[src/rtl/fft_arith_pkg.sv]
// Shared arithmetic definitions for the FFT butterfly datapath blocks.
package fft_arith_pkg;

    typedef enum logic [1:0] {IDLE, SHIFT, DONE} sub_state_t;

    function automatic int unsigned sub_cnt_width(input int unsigned n);
        return (n > 1) ? $clog2(n) : 1;
    endfunction

endpackage

[src/rtl/sub_cell.sv]
// One-bit full subtractor: d = x - y - bin, with borrow out.
module sub_cell (
    input  logic x,
    input  logic y,
    input  logic bin,
    output logic d,
    output logic bout
);

    assign d    = x ^ y ^ bin;
    assign bout = (~x & y) | (~x & bin) | (y & bin);

endmodule

[src/rtl/serial_subtractor.sv]
// Bit-serial two's-complement subtractor: one sub_cell iterated LSB-first over N cycles.
module serial_subtractor
    import fft_arith_pkg::*;
#(
    parameter int N = 8
) (
    input  logic         clk,
    input  logic         rst_n,
    input  logic         in_valid,
    output logic         in_ready,
    input  logic [N-1:0] a,
    input  logic [N-1:0] b,
    output logic         out_valid,
    input  logic         out_ready,
    output logic [N-1:0] diff,
    output logic         borrow_out,
    output logic         overflow
);

    localparam int unsigned CW = sub_cnt_width(N);

    sub_state_t    r_state, w_next;
    logic [N-1:0]  r_a_sr, r_b_sr, r_diff;
    logic [N-2:0]  r_diff_sr;
    logic [CW-1:0] r_cnt;
    logic          r_bin, r_a_sign, r_b_sign, r_borrow, r_ovf;
    logic          w_d, w_bout, w_last;
    logic [N-1:0]  w_diff_next;

    sub_cell u_cell (
        .x    (r_a_sr[0]),
        .y    (r_b_sr[0]),
        .bin  (r_bin),
        .d    (w_d),
        .bout (w_bout)
    );

    // The shift register only keeps the N-1 bits already produced; the
    // current cell output completes the full word on the final cycle.
    assign w_diff_next = {w_d, r_diff_sr};
    assign w_last      = (r_cnt == CW'(N - 1));

    always_comb begin
        w_next = r_state;
        case (r_state)
            IDLE:    if (in_valid)  w_next = SHIFT;
            SHIFT:   if (w_last)    w_next = DONE;
            DONE:    if (out_ready) w_next = IDLE;
            default: w_next = IDLE;
        endcase
    end

    always_ff @(posedge clk or negedge rst_n) begin
        if (!rst_n) begin
            r_state <= IDLE;
        end else begin
            r_state <= w_next;
        end
    end

    always_ff @(posedge clk or negedge rst_n) begin
        if (!rst_n) begin
            r_a_sr    <= '0;
            r_b_sr    <= '0;
            r_diff_sr <= '0;
            r_diff    <= '0;
            r_cnt     <= '0;
            r_bin     <= 1'b0;
            r_a_sign  <= 1'b0;
            r_b_sign  <= 1'b0;
            r_borrow  <= 1'b0;
            r_ovf     <= 1'b0;
        end else begin
            if (r_state == IDLE && in_valid) begin
                r_a_sr   <= a;
                r_b_sr   <= b;
                r_a_sign <= a[N-1];
                r_b_sign <= b[N-1];
                r_bin    <= 1'b0;
                r_cnt    <= '0;
            end else if (r_state == SHIFT) begin
                r_a_sr    <= r_a_sr >> 1;
                r_b_sr    <= r_b_sr >> 1;
                r_diff_sr <= w_diff_next[N-1:1];
                r_bin     <= w_bout;
                if (w_last) begin
                    r_diff   <= w_diff_next;
                    r_borrow <= w_bout;
                    r_ovf    <= (r_a_sign != r_b_sign) && (w_d != r_a_sign);
                end else begin
                    r_cnt <= r_cnt + 1'b1;
                end
            end
        end
    end

    assign in_ready   = (r_state == IDLE);
    assign out_valid  = (r_state == DONE);
    assign diff       = r_diff;
    assign borrow_out = r_borrow;
    assign overflow   = r_ovf;

endmodule

[config.mk]
export PLATFORM = sky130hd
export DESIGN_NAME = serial_subtractor
export DESIGN_NICKNAME = d
export VERILOG_FILES = /design/src/rtl/fft_arith_pkg.sv /design/src/rtl/sub_cell.sv /design/src/rtl/serial_subtractor.sv
export SDC_FILE = /design/constraint.sdc
export NUM_CORES = 1
export LEC_CHECK = 0
export CORE_ASPECT_RATIO = 0.7
export CORE_MARGIN = 2
export CORE_UTILIZATION = 51
export DETAILED_ROUTE_END_ITERATION = 12
export PLACE_DENSITY = 0.9
export SLEW_MARGIN = 20
export SYNTH_ARGS = -nofsm -noshare
export SYNTH_HDL_FRONTEND = slang
export SYNTH_SLANG_ARGS = --single-unit
[constraint.sdc]
create_clock -name clk -period 1.7 [get_ports clk]
set_input_delay 0.34 -clock clk [delete_from_list [all_inputs] [get_ports clk]]
set_output_delay 0.34 -clock clk [all_outputs]
set_load 0.1 [all_outputs]
==> impl_metrics.tcl <==
set metrics [dict create \
    outcome "complete, no violations" \
    drv_cap 0 \
    cts_root_buf "clkbuf_8" \
    design_area_um2 2370 \
    vias_per_cell 5.26 \
    worstHoldEndpoint "r_diff_sr[0]$_DFFE_PN0P_" \
    via_count 1242 \
    synth_seq_area_share_pct 58.1 \
    crit_path_end_kind "output pin" \
    r2r_start "r_cnt[0]$_DFFE_PN0P_" \
    switching_share_pct 43.9 \
    crit_type "flop to output pin" \
    yosysWarnings 0 \
    synth-async-reset-ratio_pct 100 \
    post_cts_resized 0 \
    final_cell_mix "nand2_1, dfrtp_1, clkdlybuf4s50_1, buf_12, mux2_1" \
    core.rowCount 17 \
    start_util_pct 54.6 \
    grt_use_total_pct 20.8 \
    dieArea_um2 3960 \
    fin_util_pct 73.4 \
    ctsHtreeMaxLevel 2 \
    slew_violations 0 \
    syn_to_final_growth_pct 34.4 \
    max-clock-path-buffers 2 \
    p_int_mw 2.90 \
    worstPathArrival_ps 1280 \
    critPathTopFamily "flip-flops" \
    portBuffers 31 \
    clkPwrFrac_pct 15.7 \
    relSlewSlack_pct 57.7 \
    ios 32 \
    gr-total-overflow 0 \
    rsz0062_at_grt "no" \
    pwr-share-seq_pct 33.8 \
    synthDistinctLibCells 22 \
    reg2reg_depth 5 \
    ant_nets 0 \
    fin_ws_ps 84.3 \
    timing.final.crit_share_pct 95.0 \
    leakage_nw 1.13 \
    hold_slack_ps 491 \
    cpPeakStageDelay_ps 490 \
    pwr_density_cell_nw_per_um2 2180 \
    synthFlopType "dfrtp_1" \
    crit_buf_inv 2 \
    cp_max_fo 8 \
    hp-class "flop to flop" \
    avgSynthCellArea_um2 11.6 \
    ff_latch_area_um2 1030 \
    fp.dieW_um 74.3 \
    clock_sinks 41 \
    placed_area_um2 2250 \
    grt_max_degree 42 \
    final_common_cell "nand2_1" \
    syn_inst 152 \
    multi_input_area_um2 674 \
    yosys_register_bits 41 \
    hp-start "r_diff_sr[0]$_DFFE_PN0P_" \
    setup_viol 0 \
    synth_fp_nets 175 \
    max_freq_mhz 619 \
    crit_chain "nand2b_1 > inv_1 > buf_12" \
    nets 211 \
    start_kind "flop" \
    tightest_slew_ps 634 \
    clk_latency_ps 300 \
    nFillCells 215 \
    synth-edff-count 0 \
    grt_pass1_wl_um 5730 \
    dp_slack_ps -52.4 \
    fin_worst_skew_ps 3.96 \
    firstDrtPassIters 4 \
    finalWirelength_um 3420 \
    first_global_vias 1201 \
    hold_violations 0 \
    synth_area_um2 1770 \
    drc 0 \
    dp_hpwl_um 2410 \
    avgRoutedWirePerCell_um 14.5 \
    drive_gt1_share_pct 21.2 \
    core_um2 3230 \
    hold_depth 2 \
    gp_congestion 0.778 \
    p_sw_mw 2.27 \
    r2r-end "r_cnt[0]$_DFFE_PN0P_" \
    cp_slowest_cell "dfrtp_1" \
    die_h_um 53.2 \
    post_cts_buffers 0 \
    finalCriticalPeriod_ps 1620 \
    numCtsBuffers 5 \
    clk_pin_slew_ps 80 \
    ir_drop_mv 1.03 \
    p_comb_share_pct 50.4 \
    power_mw 5.17 \
    antenna_found_initial 0 \
    n_antenna_cell 0 \
    dr.first_iter.drc_count 134 \
    cp.required_ps 1360 \
    regToRegSetupSlack_ps 100 \
    cts_tree "done" \
]
==> worst min-delay path, stage by stage, from the launching register on <==
cell	delay, ps
dfrtp_1	360
nand2_1	50
nand2_1	50
==> registers in the layout (all words and copies together) (netlist names) <==
| name | flops |
|---|---|
| r_state | 2 |
| r_b_sign | 1 |
| r_b_sr | 8 |
| r_a_sr | 8 |
| r_diff_sr | 7 |
| overflow | 1 |
| r_cnt | 3 |
| r_a_sign | 1 |
| borrow_out | 1 |
| diff | 8 |
| r_bin | 1 |
==> routing by layer <==
metal  up-vias  track usage [%]  wire (µm)
met5         -                0          0
met4         0             11.6         74
met3         9             4.57        195
met2        44             32.6       1640
met1       608             27.0       1510
li1        581                -          -
==> area by class of cell <==
cell class,count,area share (%)
inverter,3,0.475
multi-input combinational,100,28.4
tap,47,2.48
clock buffer,7,3.64
clock inverter,1,1.27
sequential,41,43.2
timing repair buffer,37,20.5
==> Yosys cell counts (3+ instances only) <==
library cell  number  area [µm²]
buf_2              3        15.0
o21ai_1            5        25.0
dfrtp_1           41        1030
inv_1              3        11.3
mux2_1            10         113
a22oi_1            5        37.5
a22o_1             4        35.0
a22oi_2            9         113
buf_4              4        30.0
nand2_1           51         191
==> kinds of logic after synthesis <==
group / synth area share, %
and+or+nand+nor: 15.7
DFF: 58.1
AOI/OAI and AO/OA: 12.8
buffers and inverters: 3.83
muxes: 7.02
adders and majority gates: 2.55
==> what timing repair did <==
item,4_1_cts,5_1_grt
hold buffers,1,0
endpoints found under the setup margin,0,0
hold endpoints to repair,3,0
==> power groups by stage <==
stage                     logic (mW)  clock network, mW  registers [mW]
final                           2.61              0.813            1.75
after global placement          2.50                  0            1.73
after floorplan                 1.15                  0            2.33
after detailed placement        2.60                  0            1.76
after global routing            2.77              0.870            1.81
after CTS                       2.62              0.821            1.75
==> stage by stage <==
stage	TNS [ps]	std cells
floorplan	0	152
global placement	0	227
detailed placement	-52.4	227
CTS	0	236
global route	0	236
finish	0	236
==> worst max path at each step <==
| stage | cells past startpoint | start | endpoint | slack, ps |
|---|---|---|---|---|
| 3_5_place_dp | 4 | in_valid | r_cnt[0]$_DFFE_PN0P_ | -50 |
| 4_1_cts | 3 | r_state[0]$_DFFE_PN0P_ | out_valid | 80 |
| 6_report | 3 | r_state[0]$_DFFE_PN0P_ | out_valid | 80 |
| 2_1_floorplan | 2 | r_state[0]$_DFFE_PN0P_ | in_ready | 60 |
| 5_1_grt | 3 | r_state[0]$_DFFE_PN0P_ | out_valid | 20 |
| 3_3_place_gp | 4 | in_valid | r_cnt[0]$_DFFE_PN0P_ | 20 |
Note: power is estimated with default switching activity, not from simulation.
